--- src/rtl/conv_row_sequencer.sv ---
// conv_row_sequencer: steps the selector over every output row / column half and sequences clear, compute and write-out.
module conv_row_sequencer #(
    parameter int D        = 1,
    parameter int H        = 32,
    parameter int W        = 32,
    parameter int F        = 5,
    parameter int CONV_LAT = F * F * D
) (
    input  logic       clk,
    input  logic       reset,
    input  logic       start,
    output logic [5:0] rowNumber,
    output logic [5:0] column,
    output logic       conv_clear,
    output logic       conv_en,
    output logic       out_valid,
    input  logic       out_ready,
    output logic       busy,
    output logic       done
);
    localparam int CW = $clog2(CONV_LAT) + 1;
    localparam logic [CW-1:0] LAST_CNT = CW'(CONV_LAT - 1);
    localparam logic [5:0] LAST_ROW = 6'(H - F);

    if (CONV_LAT < 1 || F > H || F > W || H - F > 63) begin : g_bad_params
        $error("conv_row_sequencer: unsupported parameter combination");
    end

    typedef enum logic [2:0] {IDLE, SETUP, COMPUTE, WRITE, DONE} state_t;

    state_t        state_q, state_d;
    logic [CW-1:0] cnt_q, cnt_d;
    logic [5:0]    row_q, row_d;
    logic          col_q, col_d;

    // state, latency counter and selector position registers
    always_ff @(posedge clk or posedge reset) begin
        if (reset) begin
            state_q <= IDLE;
            cnt_q   <= '0;
            row_q   <= '0;
            col_q   <= 1'b0;
        end else begin
            state_q <= state_d;
            cnt_q   <= cnt_d;
            row_q   <= row_d;
            col_q   <= col_d;
        end
    end

    // next state: the selector position only advances on a completed transfer
    always_comb begin
        state_d = state_q;
        cnt_d   = cnt_q;
        row_d   = row_q;
        col_d   = col_q;
        case (state_q)
            IDLE: begin
                row_d = '0;
                col_d = 1'b0;
                if (start) state_d = SETUP;
            end
            SETUP: begin
                cnt_d   = '0;
                state_d = COMPUTE;
            end
            COMPUTE: begin
                cnt_d = cnt_q + 1'b1;
                if (cnt_q == LAST_CNT) state_d = WRITE;
            end
            WRITE: begin
                if (out_ready) begin
                    if (!col_q) begin
                        col_d   = 1'b1;
                        state_d = SETUP;
                    end else if (row_q != LAST_ROW) begin
                        row_d   = row_q + 6'd1;
                        col_d   = 1'b0;
                        state_d = SETUP;
                    end else begin
                        state_d = DONE;
                    end
                end
            end
            DONE: begin
                row_d   = '0;
                col_d   = 1'b0;
                state_d = IDLE;
            end
            default: state_d = IDLE;
        endcase
    end

    assign rowNumber  = row_q;
    assign column     = {5'd0, col_q};
    assign conv_clear = (state_q == SETUP);
    assign conv_en    = (state_q == COMPUTE);
    assign out_valid  = (state_q == WRITE);
    assign busy       = (state_q != IDLE);
    assign done       = (state_q == DONE);
endmodule
--- config.mk ---
export PLATFORM = sky130hd
export DESIGN_NAME = conv_row_sequencer
export DESIGN_NICKNAME = d
export VERILOG_FILES = /design/src/rtl/conv_row_sequencer.sv
export SDC_FILE = /design/constraint.sdc
export NUM_CORES = 1
export LEC_CHECK = 0
export CAP_MARGIN = 10
export CORE_MARGIN = 5
export CORE_UTILIZATION = 40
export CTS_BUF_LIST = sky130_fd_sc_hd__clkbuf_2 sky130_fd_sc_hd__clkbuf_4 sky130_fd_sc_hd__clkbuf_8
export DETAILED_ROUTE_END_ITERATION = 16
export PLACE_DENSITY = 0.71
export SYNTH_ARGS = -nofsm -noshare
export SYNTH_HDL_FRONTEND = slang
export SYNTH_SLANG_ARGS = --single-unit
--- constraint.sdc ---
create_clock -name clk -period 1.8 [get_ports clk]
set_clock_uncertainty 0.2 [all_clocks]
set_input_delay 0.18 -clock clk [delete_from_list [all_inputs] [get_ports clk]]
set_output_delay 0.18 -clock clk [all_outputs]
set_load 0.005 [all_outputs]
==> flow_summary.toml, run 1 <==
[sta]
period_share_pct = 96.40
tns_ns = 0
whs_ns = -0.008654
hold_viol = 16
period_minus_slack_ns = 1.735
slew_violations = 0
setup_violations = 0
fmax_mhz = 576.3
rsz0062_at_grt = "yes"

[setup_path]
critPathTopFamily = "simple AND/OR/NAND/NOR gates"
start_kind = "flop"
crit_chain = "buf_4 > inv_1 > or3_4 > inv_2 > buf_2"
r2r_start = "state_q[2]"
required_ns = 1.42
path_class = "flop to primary output"
startpoint = "state_q[0]"
end_kind = "primary output"
worstPathArrival_ns = 1.36
path_max_fanout = 2
critPathBufInv = 4
cp_slowest_cell = "or3_4"
cpPeakStageDelay_ns = 0.39

[synth]
yosysTopAreaCell = "dfrtp_1"
ys_ff_latch = 16
syn-cell-area_um2 = 898.4
syn-mean-instance-area_um2 = 9.660
syn_inst = 93
synth_warnings = 0
synthTopCellsByArea = "dfrtp_1 (45%), buf_4 (5.8%), ha_1 (4.2%), o21ai_0 (3.9%), nor2_1 (3.3%)"
post-synth-top-area-fraction_pct = 44.57
yosysSeqAreaShare_pct = 44.57
synth_cell_types = 30

[clock_tree]
cts.sinks = 16
cts_tree = "done"
cts_made_buffers = 3
clkSlewWorstSetupHoldPaths_ns = 0.09
clockRootBuffer = "clkbuf_4"
cts_buffer_depth = 2
postCtsHoldBufs = 0
insertion_delay_ns = 0.28
h-tree-depth = 1

[power]
fin_total_pwr_mw = 1.559
power_density_nw_per_um2 = 1338
p_leak_nw = 0.5472
p_switching_mw = 0.5612
ir_drop_v = 0.0008359
p_int_mw = 0.9975
p_sw_share_pct = 36.00
pwr-share-comb_pct = 51.5
power_frac_clock_pct = 12.1
seqPwrFrac_pct = 36.4

[cells_and_area]
area_delta_synth_final_pct = 29.67
layout_commonest_cell = "dfrtp_1"
stdcell_area_um2 = 1165
antenna_cells = 0
layout.nets = 129
most-common-layout-cells = "dfrtp_1 (16), clkdlybuf4s50_1 (10), buf_4 (9), o21ai_0 (7), nor2_1 (7)"
drive_above_1_share_pct = 22.50

[die]
core-area_um2 = 2170
die_x_um = 57.39
start_util_pct = 41.41
io_pins = 21
die_area_um2 = 3294
core.rowCount = 17
die_y_um = 57.39

[route]
wl_per_cell_um = 12.34
viasPerCell = 5.027
vias = 744
drt_iter0_markers = 13
wirelength_um = 1827
drc = 0
ant_nets = 0
dr.pass1.iters = 6

[placement]
place.gp.congestion = 0.7944
hpwlAfterDp_um = 1327
placed_area_um2 = 1095
io_buffer_count = 15

[global_routing]
grt_max_degree = 17
grt_usage_pct = 11.56
grt_pass1_wl_um = 3070
antenna_found_initial = 0
grt_pass1_vias = 745
gr-total-overflow = 0

[hold_path]
hold_path.class = "input port to asynchronous set/reset pin"

[outcome]
violations = "negative hold slack"
outcome = "complete, but fails checks"

[flow_run]
cap_viol_max_count = 0
## final timing paths
| kind | end | slack [ns] | cells after the start |
|---|---|---|---|
| min in group clk | cnt_q[5] | 0.30 | 1 |
| max reg2reg | cnt_q[5] | 0.09 | 6 |
| min | rowNumber[5] | -0.009 | 3 |
| min reg2reg | cnt_q[5] | 0.30 | 1 |
| max in group asynchronous | cnt_q[3] | 1.23 | 3 |
| max | conv_clear | 0.06 | 5 |
## power by group through the flow
stage	clock network, mW	logic (mW)	registers, mW
2_1_floorplan	0	0.451	0.556
3_3_place_gp	0	0.709	0.567
3_5_place_dp	0	0.725	0.570
4_1_cts	0.192	0.739	0.563
5_1_grt	0.206	0.906	0.585
6_report	0.189	0.803	0.567
## cell usage after synthesis, drive strengths merged
| master | n |
|---|---|
| a21o | 1 |
| a21oi | 4 |
| a22o | 2 |
| a311oi | 1 |
| and2 | 2 |
| and3 | 2 |
| and3b | 1 |
| buf | 8 |
| conb | 1 |
| dfrtp | 16 |
| ha | 3 |
| inv | 5 |
| mux2 | 2 |
| nand2 | 6 |
| nand3 | 5 |
| nand4 | 4 |
| nand4b | 2 |
| nor2 | 8 |
| nor2b | 1 |
| nor3 | 1 |
| nor3b | 1 |
| nor4b | 1 |
| o211ai | 1 |
| o21ai | 7 |
| o31ai | 1 |
| or2 | 1 |
| or3 | 3 |
| xor2 | 3 |
## routing by layer
layer  part of all wire, %  track usage, %  up-vias
li1                      -               -      372
met1                    44           13.77      354
met2                    50           20.16       18
met3                   5.6           4.072        0
met4                     0           1.987        0
met5                     0               0        -
## cell type report
cell class                      count  area (µm²)
Timing Repair Buffer               28       249.0
Fill cell                         211        1005
Tap cell                           28       35.03
Sequential cell                    16       400.4
Inverter                            5       18.77
Clock buffer                        3       22.52
Multi-Input combinational cell     68       439.2
## what timing repair did
item,CTS,global route
cloned,0,0
pin swaps,2,2
endpoints found under the hold margin,0,0
endpoints found under the setup margin,5,3
gates resized for setup,13,6
setup buffers,3,3
## flip-flops by register name, summed over array words and instances, names as in the netlist
name	count
rowNumber	6
cnt_q	6
state_q	3
col_q	1
## worst register-to-register path: stages, from the launching register on
cell	delay, ns
dfrtp_1	0.42
buf_6	0.14
nor3b_4	0.22
buf_6	0.15
nand4_1	0.17
o211ai_1	0.21
o31ai_1	0.09
## cell families (layout without fill, tap and decap cells)
group                      count (synthesis)  count (layout)  synth area share [%]
and+or+nand+nor                           38              38                 24.23
AOI/OAI and AO/OA                         17              17                 11.98
DFF                                       16              16                 44.57
buffers and inverters                     13              36                 9.192
adders and majority gates                  3               3                 4.179
xor gates and xnor gates                   3               3                 2.925
muxes                                      2               2                 2.507
other                                      1               5                0.4174
## per-stage QoR
step / setup slack (ns) / utilization (%) / hold WS [ns] / std cells
3_5_place_dp: 0.04761 / 50.46 / 0.2895 / 140
6_report: 0.06474 / 53.69 / -0.008654 / 148
5_1_grt: -0.01941 / 53.69 / 0.02651 / 148
3_3_place_gp: 0.05901 / 50.46 / 0.2745 / 140
4_1_cts: 0.01648 / 52.08 / 0.004577 / 146
2_1_floorplan: 0.2132 / - / -0.1063 / 97
Power figures use the tool's default switching activity.
==> inputs of run 2 (changes only) <==
- CORE_MARGIN: 5 -> 2
- CORE_UTILIZATION: 40 -> 27
- PLACE_DENSITY: 0.71 -> 0.53
==> flow_summary.toml, run 2 (synthesis results as in run 1) <==
[cells_and_area]
most-common-layout-cells = "dfrtp_1 (16), clkdlybuf4s50_1 (10), buf_4 (9), o21ai_0 (7)"
layout_commonest_cell = "dfrtp_1"
antenna_cells = 0
drive_above_1_share_pct = 21.01
multi_input_area_um2 = 441.7
nFillCells = 347
seqCellArea_um2 = 400.4
stdcell_area_um2 = 1182
layout.nets = 128
area_delta_synth_final_pct = 31.62

[route]
wirelength_um = 1966
vias = 756
wl_per_cell_um = 12.06
drc = 0
viasPerCell = 4.638
drt_iter0_markers = 42
dr.pass1.iters = 4
ant_nets = 0

[clock_tree]
insertion_delay_ns = 0.27
h-tree-depth = 1
postCtsHoldBufs = 0
cts_made_buffers = 3
cts_buffer_depth = 2
cts_tree = "done"
cts.sinks = 16
clkSlewWorstSetupHoldPaths_ns = 0.09
clockRootBuffer = "clkbuf_4"

[placement]
post-place-ws_ns = 0.04894
placed_area_um2 = 1122
place.gp.congestion = 0.7270
hpwlAfterDp_um = 1410
io_buffer_count = 15

[setup_path]
worstPathArrival_ns = 1.33
path_max_fanout = 8
required_ns = 1.42
start_kind = "flop"
path_class = "flop to primary output"
end_kind = "primary output"

[power]
p_leak_nw = 0.5425
power_frac_clock_pct = 11.6
fin_total_pwr_mw = 1.553
p_sw_share_pct = 35.82
power_density_nw_per_um2 = 1314
ir_drop_v = 0.0004671
seqPwrFrac_pct = 37.1
pwr-share-comb_pct = 51.3
p_switching_mw = 0.5564
p_int_mw = 0.9969

[sta]
period_minus_slack_ns = 1.712
rsz0062_at_grt = "yes"
slew_violations = 0
layout_setup_ws_ns = 0.08842
tns_ns = 0
fmax_mhz = 584.3
period_share_pct = 95.09
hold_viol = 0
setup_violations = 0

[global_routing]
grt_usage_pct = 11.65
gr-total-overflow = 0
antenna_found_initial = 0
grt_pass1_wl_um = 3229
grt_pass1_vias = 782
grt_max_degree = 17

[die]
io_pins = 21
die_x_um = 61.68
start_util_pct = 28.95
core-area_um2 = 3103
die_y_um = 61.68
core.rowCount = 20
die_area_um2 = 3804

[flow_run]
cap_viol_max_count = 0

[hold_path]
hold_path.class = "input port to asynchronous set/reset pin"

[outcome]
outcome = "finished clean"
## run 2: cell count changes in the layout (fill, tap and decap cells not counted)
| cell | delta |
|---|---|
| nor2_2 | +1 |
| inv_2 | -1 |
| dlygate4sd2_1 | -1 |
| buf_6 | -1 |
| inv_1 | +1 |
| buf_2 | -2 |
| clkbuf_2 | +1 |
| clkdlybuf4s15_1 | +2 |
| nor2_1 | -1 |
## run 2: worst max-delay path, cell delays in order, from the launching register on
cell,delay (ns)
dfrtp_1,0.40
buf_6,0.14
or3_1,0.31
clkdlybuf4s15_1,0.21
## run 2: routing by layer
layer | GRT usage, % | routed length (µm) | vias to the layer above
met3 | 2.731 | 86 | 0
met1 | 15.32 | 948 | 368
li1 | - | - | 371
met2 | 18.50 | 931 | 17
met5 | 0 | 0 | -
met4 | 4.559 | 0 | 0
## run 2: layout make-up
type / count / area share, %
clock buffer: 3 / 1.905
inverter: 5 / 1.587
multi-input combinational: 68 / 37.35
sequential: 16 / 33.86
tap: 44 / 4.656
timing repair buffer: 27 / 20.63
## run 2: power groups by stage
stage / combinational [mW] / sequential [mW] / clock (mW)
2_1_floorplan: 0.451 / 0.556 / 0
3_3_place_gp: 0.734 / 0.571 / 0
3_5_place_dp: 0.741 / 0.576 / 0
4_1_cts: 0.729 / 0.569 / 0.192
5_1_grt: 0.887 / 0.595 / 0.211
6_report: 0.797 / 0.577 / 0.180
## run 2: timing repair
item | in CTS | in global routing
pin swaps | 1 | 2
endpoints found under the setup margin | 5 | 5
buffers inserted | 1 | 2
gates resized for setup | 6 | 10
## run 2: path summary, 6_finish.rpt
path                                  from           end  slack, ns  depth (start not counted)
worst min-delay path                 reset      cnt_q[1]     0.0002                          3
worst max register to register  state_q[1]  rowNumber[0]       0.10                          6
max in group asynchronous            reset         col_q       1.22                          3
worst max-delay path            state_q[0]          busy       0.09                          3
worst min register to register    cnt_q[5]      cnt_q[5]       0.31                          1
min in group clk                  cnt_q[5]      cnt_q[5]       0.31                          1
## run 2: stage by stage
| stage | hold slack, ns | util, % | std cells |
|---|---|---|---|
| finish | 0.0002335 | 38.10 | 163 |
| global route | 0.02283 | 38.10 | 163 |
| CTS | 0.001428 | 36.98 | 161 |
| detailed placement | 0.2842 | 36.17 | 157 |
| global placement | 0.2781 | 36.17 | 157 |
| floorplan | -0.1063 | - | 97 |
